File: src/rtl/mul_seq_pkg.sv
// +--------------------------------------------------------------------+
// | mul_seq_pkg : shared types and constants for the shift-add multiplier |
// | Rev 1.0                                                              |
// +--------------------------------------------------------------------+
`default_nettype none

package mul_seq_pkg;

  localparam int unsigned C_WIDTH_DEFAULT = 32;
  localparam int unsigned C_PROD_W        = 64;
  localparam int unsigned C_CNT_W         = $clog2(C_WIDTH_DEFAULT + 1);

  typedef enum logic [1:0] {
    S_IDLE = 2'd0,
    S_RUN  = 2'd1,
    S_DONE = 2'd2
  } state_t;

endpackage

`default_nettype wire

File: src/rtl/mul_seq_datapath.sv
// +--------------------------------------------------------------------+
// | mul_seq_datapath : shift-add registers, 64-bit adder, iteration cnt  |
// | Option: MUL_SEQ_EARLY_TERM_EN ends the run once the multiplier is 0. |
// | Rev 1.0                                                              |
// +--------------------------------------------------------------------+
`default_nettype none

module mul_seq_datapath
  import mul_seq_pkg::*;
#(
  parameter int unsigned WIDTH = C_WIDTH_DEFAULT
) (
  input  logic                clk,
  input  logic                rst_n,
  input  logic                load,
  input  logic                step,
  input  logic [C_PROD_W-1:0] a,
  input  logic [C_PROD_W-1:0] b,
  output logic [C_PROD_W-1:0] acc_next,
  output logic                last
);

  localparam int unsigned C_DP_CNT_W = $clog2(WIDTH + 1);

  logic [C_PROD_W-1:0]   r_mcand;
  logic [WIDTH-1:0]      r_mplr;
  logic [C_PROD_W-1:0]   r_acc;
  logic [C_DP_CNT_W-1:0] r_cnt;

  logic [C_PROD_W-1:0]   w_mcand_init;
  logic [WIDTH-1:0]      w_mplr_shift;
  logic [C_DP_CNT_W-1:0] w_cnt_next;

  // Operand bits above WIDTH are deliberately ignored.
  generate
    if (WIDTH < C_PROD_W) begin : g_ext
      logic w_unused_hi;
      assign w_mcand_init = {{(C_PROD_W-WIDTH){1'b0}}, a[WIDTH-1:0]};
      assign w_unused_hi  = ^{a[C_PROD_W-1:WIDTH], b[C_PROD_W-1:WIDTH]};
    end else begin : g_full
      assign w_mcand_init = a;
    end
  endgenerate

  assign acc_next     = r_mplr[0] ? (r_acc + r_mcand) : r_acc;
  assign w_mplr_shift = r_mplr >> 1;
  assign w_cnt_next   = r_cnt + C_DP_CNT_W'(1);

`ifdef MUL_SEQ_EARLY_TERM_EN
  assign last = (w_cnt_next == C_DP_CNT_W'(WIDTH)) || (w_mplr_shift == '0);
`else
  assign last = (w_cnt_next == C_DP_CNT_W'(WIDTH));
`endif

  always_ff @(posedge clk or negedge rst_n) begin
    if (!rst_n) begin
      r_mcand <= '0;
      r_mplr  <= '0;
      r_acc   <= '0;
      r_cnt   <= '0;
    end else if (load) begin
      r_mcand <= w_mcand_init;
      r_mplr  <= b[WIDTH-1:0];
      r_acc   <= '0;
      r_cnt   <= '0;
    end else if (step) begin
      r_mcand <= r_mcand << 1;
      r_mplr  <= w_mplr_shift;
      r_acc   <= acc_next;
      r_cnt   <= w_cnt_next;
    end
  end

endmodule

`default_nettype wire

File: src/rtl/mul_sequencer.sv
// +--------------------------------------------------------------------+
// | mul_sequencer : sequential shift-add unsigned multiplier (FSM+outs)  |
// | Option: MUL_SEQ_EARLY_TERM_EN (early completion, see datapath).      |
// | Rev 1.0                                                              |
// +--------------------------------------------------------------------+
`default_nettype none

module mul_sequencer
  import mul_seq_pkg::*;
#(
  parameter int unsigned WIDTH = C_WIDTH_DEFAULT
) (
  input  logic                clk,
  input  logic                rst_n,
  input  logic                start,
  input  logic [C_PROD_W-1:0] a,
  input  logic [C_PROD_W-1:0] b,
  output logic                busy,
  output logic                done,
  output logic [C_PROD_W-1:0] product
);

  state_t              r_state;
  logic                r_busy;
  logic                r_done;
  logic [C_PROD_W-1:0] r_product;

  logic                w_load;
  logic                w_step;
  logic [C_PROD_W-1:0] w_acc_next;
  logic                w_last;

  assign w_load = (r_state == S_IDLE) && start;
  assign w_step = (r_state == S_RUN);

  mul_seq_datapath #(
    .WIDTH (WIDTH)
  ) u_datapath (
    .clk      (clk),
    .rst_n    (rst_n),
    .load     (w_load),
    .step     (w_step),
    .a        (a),
    .b        (b),
    .acc_next (w_acc_next),
    .last     (w_last)
  );

  // The product captures the post-add accumulator of the final iteration.
  always_ff @(posedge clk or negedge rst_n) begin
    if (!rst_n) begin
      r_state   <= S_IDLE;
      r_busy    <= 1'b0;
      r_done    <= 1'b0;
      r_product <= '0;
    end else begin
      case (r_state)
        S_IDLE: begin
          r_done <= 1'b0;
          if (start) begin
            r_state <= S_RUN;
            r_busy  <= 1'b1;
          end
        end
        S_RUN: begin
          if (w_last) begin
            r_state   <= S_DONE;
            r_done    <= 1'b1;
            r_product <= w_acc_next;
          end
        end
        S_DONE: begin
          r_state <= S_IDLE;
          r_busy  <= 1'b0;
          r_done  <= 1'b0;
        end
        default: begin
          r_state <= S_IDLE;
          r_busy  <= 1'b0;
          r_done  <= 1'b0;
        end
      endcase
    end
  end

  assign busy    = r_busy;
  assign done    = r_done;
  assign product = r_product;

endmodule

`default_nettype wire

File: config.mk
export PLATFORM = sky130hd
export DESIGN_NAME = mul_sequencer
export DESIGN_NICKNAME = d
export VERILOG_FILES = /design/src/rtl/mul_seq_pkg.sv /design/src/rtl/mul_seq_datapath.sv /design/src/rtl/mul_sequencer.sv
export SDC_FILE = /design/constraint.sdc
export NUM_CORES = 1
export LEC_CHECK = 0
export CORE_AREA = 2 2 160 162
export DETAILED_ROUTE_END_ITERATION = 7
export DIE_AREA = 0 0 162 164
export GPL_TIMING_DRIVEN = 1
export PLACE_DENSITY = 0.9
export SLEW_MARGIN = 20
export SYNTH_ARGS = -nofsm -noshare
export SYNTH_HDL_FRONTEND = slang
export SYNTH_SLANG_ARGS = --single-unit
File: constraint.sdc
create_clock -name clk -period 4.13 [get_ports clk]
set_input_delay 0.6195 -clock clk [delete_from_list [all_inputs] [get_ports clk]]
set_output_delay 0.6195 -clock clk [all_outputs]
set_load 0.01 [all_outputs]
==> impl_metrics.tcl, run 1 <==
set metrics [dict create \
    drtPass1Iterations 6 \
    ys.flop_type "dfrtp_1" \
    slowest_stage "a2111o_1" \
    max_freq_ghz 0.277 \
    critPathKind "reg -> reg" \
    clkTransAtPathRegs_ps 70 \
    min_period_ps 3600 \
    fillers 2005 \
    swShare 0.422 \
    overflow 0 \
    synth.ff_latch_count 234 \
    vias 11700 \
    area_growth_pct 16.0 \
    post_cts_buffers 0 \
    internal_power_w 0.00695 \
    grt_pass1_vias 11500 \
    synth-edff-count 0 \
    syn_area_um2 13700 \
    dp_hpwl_um 24800 \
    slowest_delay_ps 490 \
    port_buffers 132 \
    routed_wirelength_um 35200 \
    p_clk_frac 0.183 \
    tns_ps 0 \
    hold_class "in -> async" \
    pin_count 197 \
    cap_violations 0 \
    period_share 0.873 \
    status "completed" \
    vias_per_cell 6.19 \
    initial_core_util 0.552 \
    antennaDiodeCount 0 \
    synthDistinctLibCells 83 \
    tightest_slew_ps 896 \
    vdd_drop_max_mv 0.432 \
    htree_levels 1 \
    synth-seq-area-share 0.427 \
    die_area_um2 26600 \
    synth_cells 1477 \
    path_delay_family "compound AO/OA/AOI/OAI gates" \
    arrival_ps 4000 \
    cts_resized 0 \
    antenna_found_initial 0 \
    drive_gt1_frac 0.0589 \
    power_switching_w 0.00507 \
    worstPathRequired_ps 4520 \
    wl_per_cell_um 18.6 \
    setup_viol 0 \
    rows 58 \
    grt_max_degree 119 \
    ant_nets 0 \
    clk-insertion-delay-late_ps 540 \
    totalPowerFinal_w 0.0120 \
    numCtsBuffers 24 \
    avgSynthCellArea_um2 9.28 \
    register_area_um2 5860 \
    worstPathCellList "ha_1 -> inv_1 -> fa_1 -> nor2b_1 -> o211ai_1 -> a31o_4 -> a211oi_4 -> o211ai_2 -> a2111o_1 -> a211o_1 -> nand3_2 -> mux2i_1 -> a211o_1" \
    die_height_um 164 \
    holdWs_ps 180 \
    synth-async-reset-ratio 1.00 \
    path_common_cell "a211o_1" \
    grt_usage 0.265 \
    synth_nets 1674 \
    path_buf_inv 1 \
    drc 0 \
    end_kind "flop" \
    clockRootBuffer "clkbuf_16" \
    drtIter0Drc 1095 \
    cts_tree "built" \
    dieWidth_um 162 \
    fin_worst_skew_ps 31.8 \
    slew_viol_final 0 \
    critPathMaxFanout 3 \
    p_leak_nw 7.00 \
    yosysWarnings 0 \
    power_frac_comb 0.490 \
    gp_congestion 0.958 \
    pwr-share-seq 0.327 \
    coreArea_um2 24800 \
    multi_input_area_um2 7250 \
    grt_setup_unrepaired "no" \
    grt_pass1_wl_um 58000 \
    nNetsFinal 1742 \
    cts_max_path_buffers 3 \
    cts_hold_buf 0 \
    maxSlewHeadroom 0.402 \
    cp-start-kind "flop" \
    clock-sinks 234 \
    hold_viol_final 0 \
    power_density_nw_per_um2 756 \
]
[cells by family after synthesis]
| family | count (synthesis) | share of synthesized area |
|---|---|---|
| compound gates | 551 | 0.262 |
| xor+xnor | 60 | 0.0383 |
| fa+ha+maj | 66 | 0.0608 |
| buf+inv | 131 | 0.0456 |
| flops | 234 | 0.427 |
| mux | 44 | 0.0322 |
| simple gates | 391 | 0.133 |
[routing by layer]
layer / part of all wire / global-route usage / vias to the layer above / wire, um
met5: 0 / 0 / - / 0
met4: 0.019 / 0.0664 / 0 / 663
met3: 0.067 / 0.0301 / 48 / 2350
met2: 0.47 / 0.446 / 457 / 16500
met1: 0.45 / 0.368 / 5687 / 15700
li1: - / - / 5511 / -
[flip-flops by register name, indices dropped and copies added, names as in the netlist]
signal / count
busy: 1
done: 1
product: 64
u_datapath.r_mcand: 64
r_state: 2
u_datapath.r_acc: 64
u_datapath.r_cnt: 6
u_datapath.r_mplr: 32
[path summary, 6_finish.rpt]
path,slack [ps],depth (start not counted),to,from
worst max-delay path,530,13,product[56],u_datapath.r_mcand[0]
worst min-delay path,180,1,product[21],rst_n
min in group clk,480,2,product[37],product[37]
worst max register to register,530,13,product[56],u_datapath.r_mcand[0]
max in group asynchronous,3030,2,u_datapath.r_acc[54],rst_n
worst min register to register,480,2,product[37],product[37]
[cells in the mapped netlist (10+ instances only)]
| master | instances | share of area |
|---|---|---|
| mux2i_1 | 43 | 0.031 |
| inv_1 | 21 | 0.0058 |
| a21oi_1 | 96 | 0.035 |
| ha_1 | 65 | 0.059 |
| dfrtp_1 | 234 | 0.43 |
| nor2_1 | 57 | 0.016 |
| o21ai_0 | 177 | 0.065 |
| o21ai_1 | 17 | 0.0062 |
| nand2_1 | 204 | 0.056 |
| a22oi_1 | 63 | 0.035 |
| a31oi_1 | 10 | 0.0046 |
| o21bai_1 | 14 | 0.0077 |
| a21o_1 | 40 | 0.022 |
| nor3b_1 | 19 | 0.010 |
| xor2_1 | 29 | 0.019 |
| a22o_1 | 65 | 0.042 |
| nand4_1 | 30 | 0.014 |
| nand3_1 | 18 | 0.0066 |
| nor3_1 | 12 | 0.0044 |
| xnor2_1 | 31 | 0.020 |
| clkbuf_1 | 74 | 0.020 |
[worst register-to-register path: cells and delay by family (launching register included)]
kind	cells	cell delay, ps
AND/OR/NAND/NOR	2	330
buffers and inverters	1	60
multiplexers	1	80
flip-flops	1	380
AO/OA/AOI/OAI	7	2010
adder cells (fa/ha/maj)	2	610
[through the flow]
| step | util | cells | instance area, um2 | worst slack [ps] |
|---|---|---|---|---|
| 2_1_floorplan | - | 1477 | 13700 | 1090 |
| 3_3_place_gp | 0.608 | 1849 | 15100 | 725 |
| 3_5_place_dp | 0.608 | 1849 | 15100 | 670 |
| 4_1_cts | 0.640 | 1892 | 15900 | 619 |
| 5_1_grt | 0.640 | 1892 | 15900 | 460 |
| 6_report | 0.640 | 1892 | 15900 | 525 |
[final cells by class]
| cell class | instances | share of cell area |
|---|---|---|
| well taps | 330 | 0.0260 |
| multi-input cells | 1112 | 0.456 |
| clock buffers | 36 | 0.0457 |
| repair buffers | 151 | 0.0932 |
| flip-flops and latches | 234 | 0.369 |
| clock inverters | 7 | 0.00449 |
| inverters | 22 | 0.00520 |
[cells in the final DEF (no fill, tap or decap), types with 6 or more instances in the layout]
master | Yosys | routed
dfrtp_1 | 234 | 231
nand2_1 | 204 | 203
o21ai_0 | 177 | 177
clkdlybuf4s50_1 | 0 | 131
a21oi_1 | 96 | 96
a22o_1 | 65 | 65
ha_1 | 65 | 65
a22oi_1 | 63 | 63
nor2_1 | 57 | 57
mux2i_1 | 43 | 43
a21o_1 | 40 | 40
xnor2_1 | 31 | 31
nand4_1 | 30 | 30
xor2_1 | 29 | 29
clkbuf_16 | 0 | 25
inv_1 | 21 | 21
nor3b_1 | 19 | 19
nand3_1 | 18 | 18
buf_4 | 7 | 18
o21ai_1 | 17 | 16
o21bai_1 | 14 | 14
nor3_1 | 12 | 12
a31oi_1 | 10 | 10
o21a_1 | 9 | 9
nand2b_1 | 8 | 8
a21boi_0 | 8 | 8
and3_1 | 6 | 6
clkbuf_8 | 2 | 6
[power groups by stage]
stage               clock [W]  sequential, W  combinational (W)
floorplan                   0        0.00379            0.00427
detailed placement          0        0.00393            0.00581
global route          0.00232        0.00403            0.00652
finish                0.00220        0.00393            0.00589
CTS                   0.00222        0.00391            0.00586
global placement            0        0.00388            0.00564
Power figures use the tool's default switching activity.
==> inputs of run 2 (changes only) <==
--- a/config.mk
+++ b/config.mk
@@ -9,8 +9,7 @@
 export DETAILED_ROUTE_END_ITERATION = 7
 export DIE_AREA = 0 0 162 164
 export GPL_TIMING_DRIVEN = 1
-export PLACE_DENSITY = 0.9
-export SLEW_MARGIN = 20
+export PLACE_DENSITY = 0.85
 export SYNTH_ARGS = -nofsm -noshare
 export SYNTH_HDL_FRONTEND = slang
 export SYNTH_SLANG_ARGS = --single-unit
==> run 2 against run 1 <==
Critical path depth shrank 3; critical endpoint is now product[61]; combinational power hardly changed; final area up 0.35%; first-iteration DRC count down 16%.
==> impl_metrics.tcl, run 2 (same netlist as run 1, synthesis figures left out) <==
set metrics [dict create \
    grt_max_degree 114 \
    worstReg2RegStart "u_datapath.r_mcand[22]" \
    register_area_um2 5860 \
    area_growth_pct 16.4 \
    numCtsBuffers 24 \
    clock-sinks 234 \
    nNetsFinal 1739 \
    drtIter0Drc 921 \
    tightest_slew_ps 796 \
    antennaDiodeCount 0 \
    place_area_um2 15100 \
    dieWidth_um 162 \
    htree_levels 1 \
    coreArea_um2 24800 \
    die_area_um2 26600 \
    power_density_nw_per_um2 764 \
    gp_congestion 0.931 \
    wl_per_cell_um 18.6 \
    post_cts_buffers 0 \
    min_period_ps 3490 \
    clk-insertion-delay-late_ps 530 \
    end_kind "flop" \
    antenna_found_initial 0 \
    critPathKind "reg -> reg" \
    rows 58 \
    maxSlewHeadroom 0.469 \
    mostFrequentLayoutCells "dfrtp_1, nand2_1, o21ai_0" \
    r2r_setup_slack_ps 640 \
    drive_gt1_frac 0.0597 \
    setup_viol 0 \
    clkTransAtPathRegs_ps 60 \
    arrival_ps 3950 \
    overflow 0 \
    period_share 0.846 \
    swShare 0.420 \
    power_frac_comb 0.485 \
    cap_violations 0 \
    clockRootBuffer "clkbuf_16" \
    initial_core_util 0.552 \
    final_common_cell "dfrtp_1" \
    pin_count 197 \
    design_area_um2 15900 \
    drtPass1Iterations 5 \
    fin_worst_skew_ps 16.7 \
    worstPathRequired_ps 4590 \
    status "completed" \
    tns_ps 0 \
    port_buffers 132 \
    r2r-end "product[61]" \
    routed_wirelength_um 35200 \
    rr_worst_depth 10 \
    cts_tree "built" \
    cts_max_path_buffers 3 \
    critPathMaxFanout 7 \
    p_clk_frac 0.190 \
    cts_resized 0 \
    drc 0 \
    grt_usage 0.267 \
    internal_power_w 0.00707 \
    slew_viol_final 0 \
    hold_viol_final 0 \
    dp_hpwl_um 24600 \
    grt_setup_unrepaired "no" \
    vias 11700 \
    vdd_drop_max_mv 0.440 \
    max_freq_ghz 0.286 \
    pwr-share-seq 0.325 \
    multi_input_area_um2 7250 \
    power_switching_w 0.00511 \
    p_leak_nw 7.02 \
    hold_class "in -> async" \
    grt_pass1_wl_um 58200 \
    ant_nets 0 \
    cp-start-kind "flop" \
    die_height_um 164 \
    cp-startpoint "u_datapath.r_mcand[22]" \
    cts_hold_buf 0 \
    grt_pass1_vias 11300 \
    fillers 2022 \
    vias_per_cell 6.18 \
]
==> run 2: cell count changes in the layout (fill, tap and decap cells not counted), sizes merged <==
cell / delta
buf: -3
clkbuf: -2
clkinv: +2
inv: -2
bufinv: +1
clkinvlp: +1
==> run 2: critical path, cell delays in order, from the launching register on <==
cell and delay (ps):
dfrtp_1 410, ha_1 430, and3_2 270, and2_1 220
nand3_1 130, a2111oi_1 760, nand3_1 250, nand3_1 190
a311oi_1 170, or4b_1 530, nand3_1 80
==> run 2: worst max-delay path by stage <==
| stage | endpoint | slack (ps) |
|---|---|---|
| after CTS | product[61] | 660 |
| after global routing | product[11] | 320 |
| final | product[61] | 640 |
| after detailed placement | product[61] | 700 |
| after floorplan | product[56] | 1090 |
| after global placement | product[61] | 730 |
==> run 2: power groups by stage <==
| stage | combinational, W | clock [W] | sequential [W] |
|---|---|---|---|
| 2_1_floorplan | 0.00427 | 0 | 0.00379 |
| 3_3_place_gp | 0.00568 | 0 | 0.00392 |
| 3_5_place_dp | 0.00586 | 0 | 0.00397 |
| 4_1_cts | 0.00590 | 0.00234 | 0.00395 |
| 5_1_grt | 0.00652 | 0.00243 | 0.00407 |
| 6_report | 0.00591 | 0.00231 | 0.00396 |
==> run 2: metal layers <==
| layer | track usage | part of all wire |
|---|---|---|
| met2 | 0.444 | 0.47 |
| met3 | 0.0348 | 0.062 |
| met5 | 0 | 0 |
| met1 | 0.369 | 0.44 |
| met4 | 0.0792 | 0.026 |
==> run 2: area by class of cell <==
cell class              instances  share of cell area
clock buffers                  34              0.0464
clock inverters                 9             0.00706
inverters                      22             0.00518
multi-input cells            1112               0.455
flip-flops and latches        234               0.368
well taps                     330              0.0259
repair buffers                148              0.0930
==> run 2: per-stage QoR <==
step           worst slack, ps  hold WS [ps]  std cells  total power (W)  utilization
2_1_floorplan             1090           324       1477          0.00806            -
3_3_place_gp               731           461       1846          0.00960        0.608
3_5_place_dp               703           470       1846          0.00983        0.608
4_1_cts                    661           145       1889           0.0122        0.643
5_1_grt                    315           170       1889           0.0130        0.643
6_report                   636          97.4       1889           0.0122        0.643
==> inputs of run 3 (changes only) <==
--- a/config.mk
+++ b/config.mk
@@ -5,11 +5,11 @@
 export SDC_FILE = /design/constraint.sdc
 export NUM_CORES = 1
 export LEC_CHECK = 0
-export CORE_AREA = 2 2 160 162
+export CORE_AREA = 2 2 169 171
 export DETAILED_ROUTE_END_ITERATION = 7
-export DIE_AREA = 0 0 162 164
+export DIE_AREA = 0 0 171 173
 export GPL_TIMING_DRIVEN = 1
-export PLACE_DENSITY = 0.85
+export PLACE_DENSITY = 0.8
 export SYNTH_ARGS = -nofsm -noshare
 export SYNTH_HDL_FRONTEND = slang
 export SYNTH_SLANG_ARGS = --single-unit
==> constraint.sdc (replaced) <==
create_clock -name clk -period 3.1 [get_ports clk]
set_input_delay 0.465 -clock clk [delete_from_list [all_inputs] [get_ports clk]]
set_output_delay 0.465 -clock clk [all_outputs]
set_load 0.01 [all_outputs]
==> run 3 against run 2 <==
Clock skew is essentially flat; non-clock buffer count grew 143; the flow now finishes with violations (setup timing); first-iteration DRC count shrank 4.2%; power grew 48%; via count grew 5.3%; die area grew 11%.
==> impl_metrics.tcl, run 3 (same netlist as run 1, synthesis figures left out) <==
set metrics [dict create \
    gp_congestion 0.940 \
    grt_pass1_wl_um 62300 \
    path_common_cell "a211o_1" \
    tightest_slew_ps 785 \
    fin_worst_skew_ps 16.8 \
    grt_usage 0.256 \
    clk-insertion-delay-late_ps 540 \
    dieWidth_um 171 \
    p_leak_nw 7.80 \
    antennaDiodeCount 0 \
    totalPowerFinal_w 0.0180 \
    hold_viol_final 0 \
    numCtsBuffers 26 \
    hold_end "product[37]" \
    antenna_found_initial 0 \
    drc 0 \
    end_kind "flop" \
    slowest_delay_ps 460 \
    nNetsFinal 1884 \
    maxSlewHeadroom 0.469 \
    slowest_stage "a2111o_1" \
    dp_hpwl_um 26900 \
    wl_per_cell_um 18.6 \
    power_density_nw_per_um2 1020 \
    drtIter0Drc 882 \
    clock-sinks 234 \
    grt_setup_unrepaired "yes" \
    fillers 2260 \
    vias_per_cell 5.89 \
    arrival_ps 3650 \
    worstPathCellList "ha_2 -> inv_2 -> fa_2 -> nor2b_2 -> o211ai_1 -> a31o_4 -> a211oi_4 -> o211ai_4 -> a2111o_1 -> a211o_1 -> nand3_2 -> mux2i_1 -> a211o_1" \
    critPathMaxFanout 2 \
    holdPathStages 2 \
    min_period_ps 3230 \
    clkTransAtPathRegs_ps 60 \
    hold_class "reg -> reg" \
    vdd_drop_max_mv 0.528 \
    period_share 1.04 \
    clockRootBuffer "clkbuf_16" \
    cts_tree "built" \
    drive_gt1_frac 0.171 \
    place_area_um2 16100 \
    pin_count 197 \
    final_common_cell "dfrtp_1" \
    cp-start-kind "flop" \
    critPathKind "reg -> reg" \
    overflow 0 \
    violations "setup timing" \
    max_freq_ghz 0.310 \
    cts_max_path_buffers 3 \
    rows 61 \
    r2r_setup_slack_ps -130 \
    setup_viol 2 \
    status "finished with violations" \
    slew_viol_final 0 \
    routed_wirelength_um 38700 \
    worstPathRequired_ps 3520 \
    htree_levels 1 \
    coreArea_um2 27600 \
    ant_nets 0 \
    worstReg2RegStart "u_datapath.r_mcand[0]" \
    grt_max_degree 89 \
    rr_worst_depth 13 \
    mostFrequentLayoutCells "dfrtp_1, nand2_1, o21ai_0" \
    cap_violations 0 \
    port_buffers 132 \
    vias 12300 \
    fin_ws_ps -130 \
    r2r-end "product[56]" \
    die_area_um2 29600 \
    die_height_um 173 \
    design_area_um2 17600 \
    min_from "product[37]" \
    area_growth_pct 28.7 \
    grt_pass1_vias 12100 \
    drtPass1Iterations 5 \
    initial_core_util 0.496 \
    place_ws_ps -255 \
]
-- run 3: cell type report --
class	instances	area [um2]	share of cell area
flip-flops and latches	234	5860	0.332
well taps	378	473	0.0268
clock inverters	10	156	0.00887
multi-input cells	1112	7720	0.438
clock buffers	37	763	0.0433
repair buffers	291	2580	0.146
inverters	22	82.6	0.00468
-- run 3: critical path, delay by kind of cell (launching register included) --
kind                     cells  cell delay (ps)
buffers and inverters        1               40
AO/OA/AOI/OAI                7             1850
multiplexers                 1               70
flip-flops                   1              360
adder cells (fa/ha/maj)      2              540
AND/OR/NAND/NOR              2              250
-- run 3: worst max path at each step --
stage	start	to	slack, ps
2_1_floorplan	u_datapath.r_acc[0]	product[56]	60
3_3_place_gp	u_datapath.r_mcand[24]	product[63]	-180
3_5_place_dp	u_datapath.r_acc[0]	product[56]	-250
4_1_cts	u_datapath.r_acc[0]	product[56]	-80
5_1_grt	u_datapath.r_mcand[0]	product[56]	-260
6_report	u_datapath.r_mcand[0]	product[56]	-130
-- run 3: stage by stage --
| step | hold WS [ps] | utilization | TNS [ps] | cells |
|---|---|---|---|---|
| final | 477 | 0.638 | -167 | 2084 |
| after global routing | 509 | 0.638 | -1180 | 2084 |
| after CTS | 483 | 0.623 | -229 | 2073 |
| after detailed placement | 469 | 0.584 | -3230 | 2022 |
| after global placement | 461 | 0.584 | -1600 | 2022 |
| after floorplan | 169 | - | 0 | 1477 |
-- run 3: where the power goes --
group	switching, W	internal, W
clock	0.00130	0.00204
sequential	0.00105	0.00423
combinational	0.00500	0.00441
-- run 3: what timing repair did --
item	CTS	global route
hold endpoints to repair	48	0
resized for setup	24	67
setup buffers	3	11
setup endpoints to repair	35	63
hold buffers	1	0
pin swaps	12	36
-- run 3: metal layers --
metal / GRT usage / vias up / share of wire
met5: 0 / - / 0
met3: 0.0231 / 65 / 0.049
met2: 0.424 / 349 / 0.48
li1: - / 5785 / -
met4: 0.0710 / 0 / 0.026
met1: 0.360 / 6085 / 0.44
==> patch 1 (flow settings as in run 2) <==
The option `MUL_SEQ_EARLY_TERM_EN` is turned on by a define.
--- a/src/rtl/mul_seq_datapath.sv
+++ b/src/rtl/mul_seq_datapath.sv
@@ -4,6 +4,8 @@
 // | Rev 1.0                                                              |
 // +--------------------------------------------------------------------+
 `default_nettype none
+
+`define MUL_SEQ_EARLY_TERM_EN
 
 module mul_seq_datapath
   import mul_seq_pkg::*;
Behaviour: not the same (a bounded check fails within 4 cycles, from zero or initial values and one cycle with rst_n low).
==> patch 1 against run 2 <==
Power fell by 1.9%; design area decreased by 0.50%; first-iteration DRC count up 4.0%; area after synthesis decreased by 2.0%; wire length is 5.2% higher; combinational power decreased by 3.7%; worst setup slack lost 0.30 ns; critical path depth is 3 higher; final cell count is essentially flat; sequential cell count unchanged; fmax down 8.0%; largest cell class unchanged.
==> patch 1: results (changes against run 2) <==
[metrics] share of the yosys chip area belonging to registers: 43.6% (was 42.7%)
[metrics] most frequent cells after synthesis: sky130_fd_sc_hd__dfrtp_1 (234), sky130_fd_sc_hd__nand2_1 (206), sky130_fd_sc_hd__o21ai_0 (180) (was sky130_fd_sc_hd__dfrtp_1 (234), sky130_fd_sc_hd__nand2_1 (204), sky130_fd_sc_hd__o21ai_0 (177))
[metrics] worst stage delay on the critical path: 0.45 ns (was 0.76 ns)
[metrics] highest net fanout along the worst path: 4 (was 7)
[metrics] placed wire-length estimate after detailed placement: 25.3 mm (was 24.6 mm)
[metrics] number of DRC markers in iteration 0: 958 (was 921)
[metrics] Distinct cells, synth: 59 (was 83)
[metrics] result of the run: finished clean (unchanged)
[metrics] Total Routing Usage GR: 28.2% (was 26.7%)
[metrics] source-to-sink clock delay at the later pin of the worst-skew pair: 0.53 ns (about the same)
[metrics] antenna violations before repair: 0 (unchanged)
[metrics] number of vias per cell: 6.21 (was 6.18)
[metrics] leakage: 7.11 nW (was 7.02 nW)
[metrics] Relative slew margins: 40.5% (was 46.9%)
[metrics] count of placed standard cells including taps: 1844 (was 1846)
[metrics] highest ir drop seen on vdd: 0.445 mV (was 0.440 mV)
[metrics] Synth Instances: 1466 (was 1477)
[metrics] gpl congestion: 0.929 (was 0.931)
[metrics] Worst path slowest cell: sky130_fd_sc_hd__dfrtp_1 (was sky130_fd_sc_hd__a2111oi_1)
[metrics] postcts setup bufs: 0 (unchanged)
[metrics] pre-CTS WS: 0.553 ns (was 0.703 ns)
[metrics] syn_nets: 1663 (was 1674)
[metrics] signal arrival time at the worst endpoint: 4.23 ns (was 3.95 ns)
[metrics] biggest area contributors in the synthesized netlist: sky130_fd_sc_hd__dfrtp_1 (44%), sky130_fd_sc_hd__o21ai_0 (6.7%), sky130_fd_sc_hd__ha_1 (6.1%) (was sky130_fd_sc_hd__dfrtp_1 (43%), sky130_fd_sc_hd__o21ai_0 (6.5%), sky130_fd_sc_hd__ha_1 (5.9%))
[metrics] global-route wire length before repair: 61.2 mm (was 58.2 mm)
[metrics] final wirelength: 37.1 mm (was 35.2 mm)
[metrics] pin count of the biggest net entering global routing: 112 (was 114)
[metrics] fraction of final layout cells with drive strength greater than 1: 4.68% (was 5.97%)
[metrics] vias in the first global route: 11816 (was 11330)
[metrics] number of warnings reported in the yosys synthesis log: 0 (unchanged)
[metrics] Post-Route Skew: 0.00995 ns (was 0.0167 ns)
[metrics] Cell Count, Final, Fillers Out: 1890 (was 1889)
## patch 1: path summary, 6_finish.rpt
path                                             from                   end  slack, ns  cells past startpoint
worst max-delay path            u_datapath.r_mcand[0]  u_datapath.r_acc[34]       0.33                     13
worst min-delay path                            rst_n           product[41]       0.11                      1
worst max register to register  u_datapath.r_mcand[0]  u_datapath.r_acc[34]       0.33                     13
worst min register to register            product[39]           product[39]       0.48                      1
max in group asynchronous                       rst_n  u_datapath.r_acc[21]       3.16                      2
min in group clk                          product[39]           product[39]       0.48                      1
## patch 1: kinds of logic after synthesis
logic type	Yosys count	synth area share, %
flip-flops	234	43.6
multiplexers	39	2.91
AO/OA/AOI/OAI	554	26.6
XOR/XNOR	63	4.11
AND/OR/NAND/NOR	386	13.0
adder cells (fa/ha/maj)	66	6.20
buffers and inverters	124	3.57
## patch 1: cell type report
type | count | area [sq um] | area share [%]
Multi-Input combinational cell | 1108 | 7130 | 45.0
Sequential cell | 234 | 5860 | 36.9
Timing Repair Buffer | 150 | 1490 | 9.37
Clock buffer | 36 | 707 | 4.46
Tap cell | 330 | 413 | 2.60
Clock inverter | 10 | 185 | 1.17
Inverter | 22 | 82.6 | 0.520
## patch 1: through the flow
| step | cell area, sq um | power, mW |
|---|---|---|
| after floorplan | 13400 | 7.63 |
| after global placement | 15000 | 9.21 |
| after detailed placement | 15000 | 9.44 |
| after CTS | 15900 | 11.9 |
| after global routing | 15900 | 12.8 |
| final | 15900 | 12.0 |
## patch 1: layer usage
layer,GRT usage (%),part of all wire (%)
met1,37.4,43
met2,48.5,49
met3,3.81,5.5
met4,8.65,2.7
met5,0,0
## patch 1: power by group
group / switching, mW / internal [mW] / total (mW)
Sequential: 0.720 / 3.11 / 3.83
Combinational: 3.37 / 2.32 / 5.69
Clock: 0.942 / 1.50 / 2.45
Total: 5.03 / 6.93 / 12.0
## patch 1: critical path: cells and delay by family, from the launching register on
family	cells	cell delay, ns
AND/OR/NAND/NOR	1	0.20
adder cells (fa/ha/maj)	2	0.66
XOR/XNOR	1	0.17
AO/OA/AOI/OAI	8	2.15
flip-flops	1	0.45
buffers and inverters	1	0.07
==> patch 2 (settings of run 2) <==
Made on the original files. The 3 states of `state_t` get a one-hot encoding in 3 bits.
--- a/src/rtl/mul_seq_pkg.sv
+++ b/src/rtl/mul_seq_pkg.sv
@@ -10,10 +10,10 @@
   localparam int unsigned C_PROD_W        = 64;
   localparam int unsigned C_CNT_W         = $clog2(C_WIDTH_DEFAULT + 1);
 
-  typedef enum logic [1:0] {
-    S_IDLE = 2'd0,
-    S_RUN  = 2'd1,
-    S_DONE = 2'd2
+  typedef enum logic [2:0] {
+    S_IDLE = 3'b001,
+    S_RUN  = 3'b010,
+    S_DONE = 3'b100
   } state_t;
 
 endpackage
Formal check against the unedited RTL: same outputs for any inputs over 10 cycles, from zero or initial values and one cycle with rst_n low; not proved beyond that.
==> patch 2 against run 2 <==
Fmax decreased by 5.7%; worst setup slack got worse by 0.21 ns; non-clock buffer count increased by 1; utilization decreased by 0.34 points; wire length increased by 1.0%; count of clock-buffer cells in the layout decreased by 1; largest cell class unchanged; sequential share of layout area increased by 0.33 points; highest routed layer unchanged; power decreased by 25%; area after synthesis decreased by 1.8%; combinational power decreased by 40%; first-iteration DRC count increased by 2.9%; sequential cell count increased by 1; design area decreased by 0.53%; sequential power decreased by 17%.
==> patch 2: results (changes against run 2) <==
[metrics] fraction of standard cell area in multi-input logic: 45.1% (was 45.5%)
[metrics] share of the yosys chip area belonging to registers: 43.7% (was 42.7%)
[metrics] cell internal pwr: 5.49 mW (was 7.07 mW)
[metrics] register-to-register setup slack: 0.42 ns (was 0.64 ns)
[metrics] number of vias per cell: 6.00 (was 6.18)
[metrics] crit path time final: 3.71 ns (was 3.49 ns)
[metrics] gpl congestion: 0.943 (was 0.931)
[metrics] area of combinational cells with multiple inputs: 0.00716 sq mm (was 0.00725 sq mm)
[metrics] Worst Reg2Reg Path Length in Cells: 13 (was 10)
[metrics] clock buffers created by TritonCTS: 25 (was 24)
[metrics] hold slack: 0.107 ns (was 0.0974 ns)
[metrics] pre-CTS WS: 0.581 ns (was 0.703 ns)
[metrics] result of the run: finished clean (unchanged)
[metrics] Final Net Count: 1839 (was 1739)
[metrics] comb_multi_in: 1213 (was 1112)
[metrics] highest ir drop seen on vdd: 0.340 mV (was 0.440 mV)
[metrics] logic gate share of total power: 38.6% (was 48.5%)
[metrics] pin count of the biggest net entering global routing: 112 (was 114)
[metrics] clock buffer and inverter area fraction after layout: 5.50% (was 5.34%)
[metrics] Distinct cells, synth: 63 (was 83)
[metrics] number of DRC markers in iteration 0: 948 (was 921)
[metrics] Total Routing Usage GR: 26.7% (about the same)
[metrics] number of synthesized register bits: 235 (was 234)
[metrics] vias in the first global route: 11591 (was 11330)
[metrics] multiplexer fraction of the synthesized cell area: 2.31% (was 3.22%)
[metrics] Post-Route Skew: 0.0180 ns (was 0.0167 ns)
[patch 2: changes by cell type after synthesis, moves of 8 or more]
cell,delta
sky130_fd_sc_hd__a21oi_1,+42
sky130_fd_sc_hd__mux2i_1,-12
sky130_fd_sc_hd__nand2_1,+137
sky130_fd_sc_hd__a22oi_1,-20
sky130_fd_sc_hd__a31oi_1,+19
sky130_fd_sc_hd__nor3b_1,-16
sky130_fd_sc_hd__xnor2_1,+8
sky130_fd_sc_hd__nand4_1,-10
sky130_fd_sc_hd__nor2_1,+51
sky130_fd_sc_hd__a22o_1,-32
sky130_fd_sc_hd__o21ai_0,-48
[patch 2: metal layers]
metal  part of all wire, %  vias to the layer above  GRT usage, %
met2                    48                      397          44.6
met4                   1.9                        0          7.32
met1                    44                     5806          37.1
met3                   6.1                       60          3.23
met5                     0                        -             0
li1                      -                     5676             -
